$ cat src/rtl/vector_exec_unit.sv
// Multi-cycle lane-wise vector execute stage: latches operands on start, processes
// P lanes per cycle over V/P chunks, then strobes valid_o with a registered zero flag.
module vector_exec_unit #(
   parameter int N = 32,
   parameter int V = 20,
   parameter int L = 8,
   parameter int P = 4
) (
   input  logic           CLK,
   input  logic           RST,
   input  logic           start_i,
   input  logic [1:0]     OpType_i,
   input  logic [1:0]     ALUControl_i,
   input  logic           ALUSource_i,
   input  logic [N-1:0]   RD2_S_i,
   input  logic [N-1:0]   Extend_i,
   input  logic [V*L-1:0] RD1_V_i,
   input  logic [V*L-1:0] RD2_V_i,
   output logic           stall_o,
   output logic           busy_o,
   output logic           valid_o,
   output logic [V*L-1:0] result_o,
   output logic           zero_o
);

   localparam int CHUNKS = V / P;
   localparam int IDX_W  = (CHUNKS > 1) ? $clog2(CHUNKS) : 1;
   localparam logic [IDX_W-1:0] LAST_IDX = IDX_W'(CHUNKS - 1);

   typedef enum logic [1:0] {S_IDLE, S_BUSY, S_DONE} state_t;
   typedef enum logic [1:0] {OP_SCALAR = 2'b00, OP_VV = 2'b01, OP_VS = 2'b10, OP_RSVD = 2'b11} optype_t;
   typedef enum logic [1:0] {ALU_ADD = 2'b00, ALU_SUB = 2'b01, ALU_AND = 2'b10, ALU_OR = 2'b11} alu_t;

   if (V % P != 0) begin : g_bad_lane_split
      $error("vector_exec_unit: V must be a multiple of P");
   end

   state_t           state_q, state_d;
   logic [IDX_W-1:0] idx_q;
   logic [V*L-1:0]   a_q, b_q;
   alu_t             alu_q;
   logic [V*L-1:0]   result_q, result_next;
   logic             zero_q;
   logic             vec_op;
   logic             last_chunk;
   logic [L-1:0]     vs_scalar;
   logic             unused_hi_bits;

   assign vec_op     = start_i && (OpType_i == OP_VV || OpType_i == OP_VS);
   assign last_chunk = (idx_q == LAST_IDX);
   assign vs_scalar  = ALUSource_i ? Extend_i[L-1:0] : RD2_S_i[L-1:0];

   // Only the low L bits of a scalar operand reach the lanes.
   assign unused_hi_bits = ^{RD2_S_i[N-1:L], Extend_i[N-1:L]};

   function automatic logic [L-1:0] lane_op(input alu_t op, input logic [L-1:0] a, input logic [L-1:0] b);
      case (op)
         ALU_ADD: return a + b;
         ALU_SUB: return a - b;
         ALU_AND: return a & b;
         ALU_OR:  return a | b;
         default: return '0;
      endcase
   endfunction

   // ---------------- FSM: state register ----------------
   always_ff @(posedge CLK) begin
      // NOTE: sequential state uses non-blocking assignments so every register samples pre-edge values.
      if (RST) state_q <= S_IDLE;
      else     state_q <= state_d;
   end

   // ---------------- FSM: next state ----------------
   always_comb begin
      // NOTE: assigning a default first keeps every path driven, so no latch is inferred.
      state_d = state_q;
      case (state_q)
         S_IDLE:  if (vec_op) state_d = S_BUSY;
         S_BUSY:  if (last_chunk) state_d = S_DONE;
         S_DONE:  state_d = S_IDLE;
         default: state_d = S_IDLE;
      endcase
   end

   // ---------------- FSM: outputs ----------------
   always_comb begin
      busy_o  = (state_q == S_BUSY);
      valid_o = (state_q == S_DONE);
      stall_o = ((state_q == S_IDLE) && vec_op) || (state_q == S_BUSY);
   end

   // Current chunk merged into the held result; lanes outside the chunk keep their value.
   always_comb begin
      result_next = result_q;
      for (int j = 0; j < P; j++) begin
         result_next[(int'(idx_q) * P + j) * L +: L] =
            lane_op(alu_q, a_q[(int'(idx_q) * P + j) * L +: L], b_q[(int'(idx_q) * P + j) * L +: L]);
      end
   end

   // NOTE: operand latches carry no reset; they are always written on start before BUSY reads them.
   always_ff @(posedge CLK) begin
      if (state_q == S_IDLE && vec_op) begin
         a_q   <= RD1_V_i;
         b_q   <= (OpType_i == OP_VV) ? RD2_V_i : {V{vs_scalar}};
         alu_q <= alu_t'(ALUControl_i);
      end
   end

   always_ff @(posedge CLK) begin
      if (RST) begin
         idx_q    <= '0;
         result_q <= '0;
         zero_q   <= 1'b0;
      end else begin
         case (state_q)
            S_IDLE: if (vec_op) idx_q <= '0;
            S_BUSY: begin
               result_q <= result_next;
               if (last_chunk) begin
                  idx_q  <= '0;
                  zero_q <= (result_next == '0);
               end else begin
                  idx_q <= idx_q + IDX_W'(1);
               end
            end
            default: ;
         endcase
      end
   end

   assign result_o = result_q;
   assign zero_o   = zero_q;

endmodule

$ cat config.mk
export PLATFORM = sky130hd
export DESIGN_NAME = vector_exec_unit
export DESIGN_NICKNAME = d
export VERILOG_FILES = /design/src/rtl/vector_exec_unit.sv
export SDC_FILE = /design/constraint.sdc
export NUM_CORES = 1
export LEC_CHECK = 0
export CAP_MARGIN = 20
export CORE_UTILIZATION = 51
export CTS_CLUSTER_SIZE = 10
export DETAILED_ROUTE_END_ITERATION = 10
export GPL_TIMING_DRIVEN = 0
export PLACE_DENSITY = 0.82
export SYNTH_ARGS = -nofsm -noshare
export SYNTH_HDL_FRONTEND = slang
export SYNTH_SLANG_ARGS = --single-unit
$ cat constraint.sdc
create_clock -name CLK -period 12.3 [get_ports CLK]
set_input_delay 1.845 -clock CLK [delete_from_list [all_inputs] [get_ports CLK]]
set_output_delay 1.845 -clock CLK [all_outputs]
set_load 0.01 [all_outputs]
======== Yosys cells after proc, flatten, opt, wreduce, memory -nomap -nowiden ========
Index checks and enable logic that the tools add are counted.
storage, ports and cells
  output and inout bits ................... 164
  bits of input ports ..................... 392
  register bits ........................... 488
operators by class
  bitwise gates (word level) .............. 8
  shift-type cells ........................ 16
  add/sub/neg operators ................... 16
  eq/ne operators ......................... 10
  mux-type cells .......................... 16
  reductions and logical operators ........ 11
operators with widths
  cell                      number
  $shiftx 160x32->8         6
  $bwmux 160                4
  $shift 8x33->160 const A  4
  $shiftx 8x33->160         4
  $shiftx 160x9->8          2
  $logic_not 160->1         1
  $mux 160                  1
  $pmux 8 s4                4
  $neg 9->33                3
  $neg 8->33                1
  $add 8x8->8               4
  $and 8x8->8               4
  $or 8x8->8                4
  $sub 8x8->8               4
  $add 5x2->6 const B       2
  $eq 2x2->1 const B        4
  $mux 8                    1
  $add 5x1->6 const B       1
  $eq 2x1->1 const B        3
  $mux 3                    2
  $pmux 3 s2                1
  $reduce_and 2->1          3
  $logic_not 2->1           2
  $mux 2                    2
  8 further kinds           10

======== Longest topological paths before layout ========
  word-level depth ........................ 9
  depth in mapped cells ................... 27

======== Worst setup path before layout ========
No wires, ideal clock.
  path type ............................... in2reg
  from .................................... input OpType_i[1]
  to ...................................... register a_q[0], enable pin
  cell stages on the path ................. 4
  arrival ................................. 8.993 ns
  library setup time ...................... 0.671 ns
  slack ................................... 2.636 ns
  cells stage by stage .................... inv_1 > ha_1 > or4b_2 > inv_1
on the way
  word-level cells in the longest chain between the ends .. 4
  elaborated cells on any way between the ends .. 5
RTL lines
  item                                             line  source
  start: declaration                               12    input logic [1:0] OpType_i,
  $eq 2x1->1 / $eq 2x2->1 (equally long branches)  49    assign vec_op = start_i && (OpType_i == OP_VV || OpType_i == OP_VS);
  $logic_or 1x1->1 (*)                             49
  $logic_and 1x1->1 (*)                            49
  $logic_and 1x1->1 (*)                            103   if (state_q == S_IDLE && vec_op) begin
  end signal: assignment                           104   a_q <= RD1_V_i;
  end: declaration                                 40    logic [V*L-1:0] a_q, b_q;
Mark *: on every way between the ends. The rest lies on a longest branch, timed or not.
A chain may end at the register's enable or synchronous reset.

======== Worst setup path after layout ========
  from .................................... register idx_q[2]
  to ...................................... register result_q[79] (netlist: result_o[79])
on the way
  word-level cells in the longest chain between the ends .. 8
  elaborated cells on any way between the ends .. 47
RTL lines
  item                                                    line    source
  start: declaration                                      39      logic [IDX_W-1:0] idx_q;
  start signal: assignment                                124     idx_q <= idx_q + IDX_W'(1);
  $add 5x1->6 / $shiftx 160x9->8 (equally long branches)  96, 97
  $shiftx 160x32->8, or another cell as far along         97      lane_op(alu_q, a_q[(int'(idx_q) * P + j) * L +: L], b_q[(int'(idx_q) * P + j) * L +: L]);
  $sub 8x8->8, or another cell as far along               59      ALU_SUB: return a - b;
  $pmux 8 s4 / $shiftx 8x33->160 (equally long branches)  57, 96
  $shiftx 8x33->160 / $bwmux 160 (equally long branches)  96      result_next[(int'(idx_q) * P + j) * L +: L] =
  $bwmux 160 (2 in series)                                96
  $bwmux 160 (*)                                          96
  end signal: assignment                                  119     result_q <= result_next;
  end: declaration                                        42      logic [V*L-1:0] result_q, result_next;
Marks and branches as above.

==> results.cfg <==
[sta]
slew-limit-headroom_pct = 11.9
finalClockSkew_ns = 0.0244
finalWorstSetupSlack_ns = 5.08
setup_viol = 0
worst_pin_slew_ns = 1.32
max_freq_mhz = 138
finalCritPeriodShare_pct = 58.7
timing.hold.ws_ns = 0.471
drv_slew = 0
rsz0062_at_grt = false
finalCriticalPeriod_ns = 7.22
hold_viol_final = 0

[synthesis]
ys.flop_type = edfxtp_1
yosys.area_share.simple_pct = 10.9
synth_xor_area_share_pct = 1.53
synth_edf_count = 322
avgSynthCellArea_um2 = 11.3
ys_top_cells_by_count = 322 x edfxtp_1, 255 x nor2_1, 183 x a21o_1
synth_top_cells_by_area = edfxtp_1 41%, dfxtp_1 14%, a21o_1 5.8%, mux2i_1 4.9%, nor2_1 4.1%
synth_most_common_cell = edfxtp_1
syn_inst = 2090
ys_warn_count = 0
synth_nets = 2534
synth_fa_ha_area_share_pct = 3.23
syn_area_um2 = 23500
yosysTopAreaCell = edfxtp_1
synth_top_family_by_area = compound AO/OA/AOI/OAI gates
synth_compound_area_share_pct = 18.7
synth.area.mux_share_pct = 6.81
ys_ff_latch = 488
synth_top_area_share_pct = 41.1
synth.distinct_cells = 92
ys_async_sr_fraction_pct = 0
synth_sequential_area_ratio_pct = 55.2

[placed_design]
detailed_place_hpwl_um = 66500
port_buffers = 505
gp_congestion = 1.01
place_ws_ns = 5.45

[floorplanning]
dieArea_um2 = 47000
design.core.area_um2 = 45500
rows = 78
die_w_um = 217
die_h_um = 217
initial_core_util_pct = 51.7
io_pins = 556

[route]
drc = 0
drt_pre_antenna_iters = 8
routed_via_density = 6.39
detail_route.wl_per_cell_um = 27.0
ant_nets = 0
num_vias = 21000
drt-total-wl_um = 88600
drtIter0Drc = 2697

[global_routing]
track_usage_pct = 36.9
grt_pass1_vias = 20700
antenna_found_initial = 5
grt_pass1_wl_um = 128000
grt_max_degree = 148
grt-ovfl-total = 0

[worst_hold_path]
hold_end = result_o[102]$_SDFFE_PP0P_
hp-start = result_o[102]$_SDFFE_PP0P_
hp-class = reg -> reg
min_path_cells = 2

[clock_tree]
path_clk_slew_ns = 0.06
cts.sink_count = 488
clock_tree.root_cell = clkbuf_16
cts_resized = 0
h-tree-depth = 2
cts_buffers = 55
cts_tree = done
clk_latency_ns = 0.61
post-cts-setup-buffer-count = 0
cts_buffer_depth = 3
cts_hold_buffers = 0

[critical_path]
endpoint_kind = flop
r2r_slack_ns = 5.08
cp-start-kind = flop
crit_fanout = 10
crit_type = reg -> reg
worst_ep_arrival_time_ns = 7.73
worstReg2RegEnd = result_o[79]$_SDFFE_PP0P_
reg2reg_depth = 20
required_ns = 12.80
r2r_start = idx_q[2]$_SDFFE_PP0P_

[run_status]
status = completed

[power_and_ir_drop]
ir_drop_mv = 0.109
power_density_nw_per_um2 = 140
total_leakage_power_nw = 11.6

[final_layout]
area_growth_pct = 31.9
final_nets = 3112
drive_gt1_share_pct = 6.15
post-route-util_pct = 68.3

[run]
cap_violations = 0
cell usage in the layout, fill, tap and decap left out, types with 32 or more instances in the layout:
cell,count
o21ai_0,32
a21oi_1,107
nor3_1,35
mux2i_1,115
nor2_1,255
dfxtp_1,166
clkbuf_16,56
a22oi_1,121
o22ai_1,39
nand2_1,104
edfxtp_1,322
ha_1,48
clkbuf_1,114
clkdlybuf4s50_1,505
a21o_1,183
where the power goes:
group / internal (mW) / total, mW / switching, mW
registers: 1.85 / 1.88 / 0.0314
logic: 0.413 / 1.04 / 0.627
clock network: 0.808 / 1.43 / 0.618
total: 3.07 / 4.35 / 1.28
through the flow:
stage          setup TNS [ns]  std cells  power, mW  cell area (um2)
2_1_floorplan               0       2090       2.49            23500
3_3_place_gp            -4.71       3195       2.89            29300
3_5_place_dp                0       3209       2.91            29500
4_1_cts                     0       3279       4.31            31000
5_1_grt                     0       3284       4.46            31000
6_report                    0       3286       4.35            31000
registers in the layout, indices dropped and copies added (netlist names):
register and cells:
result_o 160, state_q 2, idx_q 3, zero_o 1, alu_q 2, b_q 160, a_q 160
area by class of cell:
class,count,area (um2)
multi-input cells,1426,9740
fillers,3347,14400
well taps,600,751
repair buffers,521,5230
clock buffers,65,1440
diodes,5,12.5
inverters,32,128
plain buffers,144,716
clock inverters,5,40.0
flip-flops and latches,488,13000
how the worst max path moves through the flow:
stage | start | end | slack, ns | cells past startpoint
3_3_place_gp | OpType_i[1] | a_q[36]$_DFFE_PP_ | -0.05 | 5
6_report | idx_q[2]$_SDFFE_PP0P_ | result_o[79]$_SDFFE_PP0P_ | 5.08 | 20
2_1_floorplan | OpType_i[1] | a_q[0]$_DFFE_PP_ | 2.64 | 4
5_1_grt | idx_q[2]$_SDFFE_PP0P_ | result_o[79]$_SDFFE_PP0P_ | 4.91 | 20
3_5_place_dp | idx_q[2]$_SDFFE_PP0P_ | result_o[79]$_SDFFE_PP0P_ | 5.45 | 20
4_1_cts | idx_q[2]$_SDFFE_PP0P_ | result_o[79]$_SDFFE_PP0P_ | 5.41 | 20
cell families after synthesis:
logic type,Yosys count
buffers and inverters,176
adders and majority gates,60
and+or+nand+nor,546
AOI/OAI and AO/OA,630
xor gates and xnor gates,41
DFF,488
muxes,149
layer usage:
| metal | share of wire (%) | routed length (um) | track usage [%] |
|---|---|---|---|
| met1 | 36 | 31500 | 44.6 |
| met2 | 47 | 42100 | 61.7 |
| met3 | 11 | 9330 | 6.86 |
| met4 | 6.4 | 5630 | 22.0 |
| met5 | 0 | 0 | 0 |
worst max-delay path, cell delays in order, from the launching register on:
cell and delay [ns]:
dfxtp_1 0.62, nor3b_1 0.72, buf_2 0.42, buf_2 0.44
buf_2 0.48, nand2_1 0.13, o221ai_1 0.33, inv_1 0.14
ha_1 0.32, nor2_1 0.04, a21oi_1 0.23, inv_1 0.07
ha_1 0.27, nor2b_1 0.18, o2111ai_1 0.16, a31oi_1 0.61
mux2i_1 0.17, a221o_1 0.39, nor3_2 0.85, a22oi_1 0.21
a211oi_1 0.30
(Power assumes the default switching activity.)
